[config.mk]
export PLATFORM = sky130hd
export DESIGN_NAME = btn_rate_ticker_flat
export DESIGN_NICKNAME = d
export VERILOG_FILES = /design/src/rtl/btn_rate_ticker_if.sv /design/src/rtl/btn_rate_ticker.sv /design/src/flat_wrapper.sv
export SDC_FILE = /design/constraint.sdc
export NUM_CORES = 1
export LEC_CHECK = 0
export BUFFER_PORTS_ARGS = -buffer_cell sky130_fd_sc_hd__buf_4
export CAP_MARGIN = 15
export CORE_MARGIN = 2
export CORE_UTILIZATION = 65
export DETAILED_ROUTE_END_ITERATION = 7
export HOLD_SLACK_MARGIN = 0.05
export PLACE_DENSITY_LB_ADDON = 0.08
export SLEW_MARGIN = 40
export SYNTH_ARGS = -nofsm -noshare
export SYNTH_HDL_FRONTEND = slang
export SYNTH_SLANG_ARGS = --single-unit
[constraint.sdc]
create_clock -name clk -period 7.02 [get_ports clk]
set_input_delay 1.404 -clock clk [delete_from_list [all_inputs] [get_ports clk]]
set_output_delay 1.404 -clock clk [all_outputs]
set_load 0.02 [all_outputs]
[src/rtl/btn_rate_ticker_if.sv]
// Button / rate-ticker signal bundle.
//   btn          raw pushbutton level (driven by the board side)
//   btn_pressed  one-cycle pulse per accepted press
//   rate_sel     current rate index 0..3
//   tick         one-cycle pulse at the selected rate
//   sq           square wave toggling on every tick
// master: the side that owns the button and consumes the timing outputs.
// slave:  the ticker itself.
interface btn_rate_ticker_if;
  logic       btn;
  logic       btn_pressed;
  logic [1:0] rate_sel;
  logic       tick;
  logic       sq;

  modport master (
    output btn,
    input  btn_pressed,
    input  rate_sel,
    input  tick,
    input  sq
  );

  modport slave (
    input  btn,
    output btn_pressed,
    output rate_sel,
    output tick,
    output sq
  );
endinterface

[src/rtl/btn_rate_ticker.sv]
// Debounced pushbutton rate selector and tick generator for the LED stage.
// A raw button is synchronised and debounced; each clean press steps a 2-bit
// rate index. A divider produces a one-cycle tick every BASE_DIV >> rate_sel
// cycles and a square wave that toggles on every tick.
// Ports:
//   clk  system clock, all state on the rising edge
//   rst  asynchronous active-high reset
//   bus  slave side of btn_rate_ticker_if (btn in; btn_pressed, rate_sel,
//        tick, sq out, all registered)
module btn_rate_ticker #(
  parameter int BASE_DIV        = 50_000_000,
  parameter int DEBOUNCE_CYCLES = 1_000_000
) (
  input  logic               clk,
  input  logic               rst,
  btn_rate_ticker_if.slave   bus
);

  localparam int CNT_W  = $clog2(BASE_DIV);
  localparam int DCNT_W = $clog2(DEBOUNCE_CYCLES);
  localparam logic [DCNT_W-1:0] DCNT_TOP = DCNT_W'(DEBOUNCE_CYCLES - 1);

  // Divider terminal value for a given rate index; BASE_DIV being a multiple
  // of 8 keeps every shifted period an exact integer.
  function automatic logic [CNT_W-1:0] terminal_count(input logic [1:0] sel);
    return CNT_W'((BASE_DIV >> sel) - 1);
  endfunction

  logic              s1, s2;
  logic              db, db_d;
  logic [DCNT_W-1:0] dcnt;
  logic [CNT_W-1:0]  cnt;
  logic              btn_pressed;
  logic [1:0]        rate_sel;
  logic              tick;
  logic              sq;

  logic              press;
  logic [CNT_W-1:0]  term;

  assign press = db & ~db_d;
  assign term  = terminal_count(rate_sel);

  // Stage: two-flop synchroniser for the asynchronous button
  always_ff @(posedge clk or posedge rst) begin
    if (rst) begin
      s1 <= 1'b0;
      s2 <= 1'b0;
    end else begin
      s1 <= bus.btn;
      s2 <= s1;
    end
  end

  // Stage: debouncer; any return to the current level restarts the count
  always_ff @(posedge clk or posedge rst) begin
    if (rst) begin
      db   <= 1'b0;
      dcnt <= '0;
    end else if (s2 == db) begin
      dcnt <= '0;
    end else if (dcnt == DCNT_TOP) begin
      db   <= s2;
      dcnt <= '0;
    end else begin
      dcnt <= dcnt + 1'b1;
    end
  end

  // Stage: rising-edge detect on the debounced level, rate step
  always_ff @(posedge clk or posedge rst) begin
    if (rst) begin
      db_d        <= 1'b0;
      btn_pressed <= 1'b0;
      rate_sel    <= 2'd0;
    end else begin
      db_d        <= db;
      btn_pressed <= press;
      if (press) begin
        rate_sel <= rate_sel + 2'd1;
      end
    end
  end

  // Stage: divider; a rate change restarts the period and suppresses any
  // tick that would have coincided with it, leaving sq untouched
  always_ff @(posedge clk or posedge rst) begin
    if (rst) begin
      cnt  <= '0;
      tick <= 1'b0;
      sq   <= 1'b0;
    end else if (press) begin
      cnt  <= '0;
      tick <= 1'b0;
    end else if (cnt == term) begin
      cnt  <= '0;
      tick <= 1'b1;
      sq   <= ~sq;
    end else begin
      cnt  <= cnt + 1'b1;
      tick <= 1'b0;
    end
  end

  assign bus.btn_pressed = btn_pressed;
  assign bus.rate_sel    = rate_sel;
  assign bus.tick        = tick;
  assign bus.sq          = sq;

endmodule
[src/flat_wrapper.sv]
// flat-port wrapper written by rule: the top's interface ports become plain ports
module btn_rate_ticker_flat 
#(
  parameter int BASE_DIV        = 50_000_000,
  parameter int DEBOUNCE_CYCLES = 1_000_000
)
  (clk, rst, bus_btn, bus_btn_pressed, bus_rate_sel, bus_tick, bus_sq);
  btn_rate_ticker_if bus_i ();
  input  logic clk;
  input  logic rst;
  input wire logic [$bits(bus_i.btn)-1:0] bus_btn;
  output wire logic [$bits(bus_i.btn_pressed)-1:0] bus_btn_pressed;
  output wire logic [$bits(bus_i.rate_sel)-1:0] bus_rate_sel;
  output wire logic [$bits(bus_i.tick)-1:0] bus_tick;
  output wire logic [$bits(bus_i.sq)-1:0] bus_sq;
  assign bus_i.btn = bus_btn;
  assign bus_btn_pressed = bus_i.btn_pressed;
  assign bus_rate_sel = bus_i.rate_sel;
  assign bus_tick = bus_i.tick;
  assign bus_sq = bus_i.sq;
  btn_rate_ticker #(.BASE_DIV(BASE_DIV), .DEBOUNCE_CYCLES(DEBOUNCE_CYCLES)) u_core (.clk(clk), .rst(rst), .bus(bus_i));
endmodule
==> run_results.csv <==
group,metric,value,unit
timing,grt_setup_unrepaired,"no",
clocking,tritoncts,"yes",
synthesis,netlist-cell-type-count,37,
final_layout,diodes,0,
synthesis,yosys_warnings,0,
worst_setup_path,r2r_slack,4.35,ns
placement,io_buffers,7,
timing,tightest_slew,0.7027,ns
floorplanning,initial_utilization,0.6696,
clocking,holdBufCountCts,0,
clocking,clkTransAtPathRegs,0.10,ns
final_layout,drive_above_1_share,0.08108,
min_path,holdPathEnd,"u_core.s2",
synthesis,syn_inst,287,
global_routing,grt-ovfl-total,0,
min_path,min_path_cells,0,
clocking,cts_max_path_buffers,2,
worst_setup_path,rr_endpoint,"u_core.cnt[25]",
detailed_routing,wl_per_cell,14.52,um
min_path,hp-start,"u_core.s1",
global_routing,grt_pass1_wl,8.735,mm
synthesis,synth.ff_latch_count,55,
placement,gp_congestion,0.8252,
floorplanning,die-area,0.004972,mm2
final_layout,layout.nets,308,
final_layout,post-route-util,0.7089,
power,peakVddDrop,0.0001359,V
placement,hpwl,3.549,mm
timing,setup_ws,4.350,ns
placement,dp_slack,4.354,ns
synthesis,yosysSeqAreaShare,0.4787,
synthesis,synth_edf_count,0,
synthesis,syn_nets,300,
synthesis,syn_area_per_cell,10.02,um2
synthesis,async_reset_ff_frac,1.000,
floorplanning,chipWidth,70.51,um
global_routing,grt_pass1_vias,1817,
worst_setup_path,rr_worst_depth,9,
global_routing,grt_start_max_net_pins,56,
detailed_routing,totalWireLength,5.052,mm
timing,finalSetupViolations,0,
worst_setup_path,cp.depth,9,
power,power.density,167.4,mW/mm2
worst_setup_path,path_cells,"inv_1 > ha_1 > inv_1 > ha_1 > nor3b_1 > xor2_1 > or4_4 > o21ai_4 > nor2_1",
synthesis,synth_ff_type,"dfrtp_1",
worst_setup_path,slowest_delay,0.58,ns
detailed_routing,drt_iter0_drc,171,
worst_setup_path,cp-end-kind,"flop",
timing,max_freq,0.3746,GHz
worst_setup_path,crit_buf_inv,2,
worst_setup_path,required,7.20,ns
clocking,cts_made_buffers,5,
timing,final_hold_viol_count,0,
worst_setup_path,r2r-start,"u_core.bus.rate_sel[0]",
clocking,post-cts-setup-buffer-count,0,
clocking,ctsHtreeMaxLevel,2,
worst_setup_path,startpoint_type,"flop",
global_routing,grt_antenna_before_repair,0,
floorplanning,design.core.area,0.004294,mm2
timing,slew_violations,0,
detailed_routing,vias_per_cell,5.615,
final_layout,syn_to_final_growth,5.875,%
timing,period_needed,2.670,ns
clocking,cts_sinks,55,
worst_setup_path,arrival,2.85,ns
clocking,cts_root_buf,"clkbuf_8",
floorplanning,dieHeight,70.51,um
timing,min_period_over_period,0.3803,
clocking,clk-insertion-delay-late,0.32,ns
timing,setup-tns-final,0,ns
worst_setup_path,crit_type,"reg2reg",
floorplanning,pin_count,8,
detailed_routing,ant_nets,0,
placement,place_area,0.002954,mm2
detailed_routing,vias,1954,
worst_setup_path,critPathMaxFanout,25,
detailed_routing,firstDrtPassIters,4,
detailed_routing,drc,0,
worst_setup_path,crit_family,"simple AND/OR/NAND/NOR gates",
timing,finClkSkew,0.004385,ns
run,drv_cap,0,
power,leakagePower,1.325,nW
synthesis,synth_area,0.002875,mm2
floorplanning,rows,24,
status,run_status,"finished clean",
timing,fin_hold_ws,0.3583,ns
timing,relSlewSlack,0.5272,
global_routing,grt_usage,0.2237,
clocking,cts_resized,0,
worst_setup_path,crit_slowest_cell,"o21ai_4",
min_path,hold_path_class,"reg2reg",
final_layout,final_area,0.003044,mm2
cells by family after synthesis:
group / count (synthesis) / share of synthesized area
DFF: 55 / 0.4787
xor gates and xnor gates: 55 / 0.1675
buffers and inverters: 18 / 0.03002
and+or+nand+nor: 140 / 0.2520
muxes: 2 / 0.007398
adders and majority gates: 10 / 0.04352
AOI/OAI and AO/OA: 7 / 0.02089
synth_stat cells (4+ instances only):
cell type  instances  area, um2
inv_1             12      45.04
nand3_1           16      80.08
and3_1             4      25.02
nor4_1            10      62.56
xnor2_1           36      315.3
and4_1             4      35.03
dfrtp_1           55       1376
nand4_1            9      56.30
nand2_1           17      63.81
nor2_1            53      198.9
xor2_1            19      166.4
ha_1              10      125.1
nand3b_1           5      37.54
nor3_1             8      40.04
how the worst max path moves through the flow:
stage	from	to	slack, ns
floorplan	rst	u_core.bus.btn_pressed	4.27
global placement	u_core.bus.rate_sel[0]	u_core.cnt[15]	4.43
detailed placement	u_core.bus.rate_sel[0]	u_core.cnt[25]	4.35
CTS	u_core.bus.rate_sel[0]	u_core.cnt[25]	4.35
global route	u_core.bus.rate_sel[0]	u_core.cnt[25]	4.10
finish	u_core.bus.rate_sel[0]	u_core.cnt[25]	4.35
metal layers:
layer / global-route usage / wire length, um / part of all wire
met5: 0 / 0 / 0
met4: 0.09402 / 66 / 0.013
met3: 0.03463 / 182 / 0.036
met2: 0.3218 / 2203 / 0.44
met1: 0.3384 / 2600 / 0.51
cell type report:
class                           count  area, um2
Clock inverter                      2      17.52
Fill cell                         337       1250
Multi-Input combinational cell    214       1413
Timing Repair Buffer                7      52.55
Tap cell                           52      65.06
Clock buffer                        6      72.57
Inverter                           12      47.55
Sequential cell                    55       1376
cell usage in the layout, fill, tap and decap left out, types with 2 or more instances in the layout:
master	n
and3_1	4
and4_1	4
buf_4	7
clkbuf_8	5
clkinv_4	2
dfrtp_1	55
ha_1	10
inv_1	11
nand2_1	17
nand3_1	16
nand3b_1	5
nand4_1	9
nor2_1	53
nor3_1	8
nor3b_1	3
nor4_1	10
or3b_2	2
xnor2_1	36
xor2_1	19
sequential cells by signal, summed over array words and instances (netlist names):
| name | count |
|---|---|
| u_core.bus.btn_pressed | 1 |
| u_core.bus.rate_sel | 2 |
| u_core.bus.sq | 1 |
| u_core.bus.tick | 1 |
| u_core.cnt | 26 |
| u_core.db | 1 |
| u_core.db_d | 1 |
| u_core.dcnt | 20 |
| u_core.s1 | 1 |
| u_core.s2 | 1 |
power breakdown:
part           total [mW]  internal [mW]  leakage (nW)  switching, mW
clock               0.178         0.0719        0.0454          0.106
sequential          0.320          0.319         0.747        0.00196
combinational      0.0115        0.00257         0.532        0.00896
total               0.510          0.393          1.32          0.117
per-stage QoR:
| stage | cells | power, mW |
|---|---|---|
| CTS | 348 | 0.5124 |
| global placement | 340 | 0.3387 |
| floorplan | 287 | 0.3354 |
| detailed placement | 340 | 0.3389 |
| finish | 348 | 0.5097 |
| global route | 348 | 0.5247 |
No activity file was read; power rests on OpenSTA's default activity.
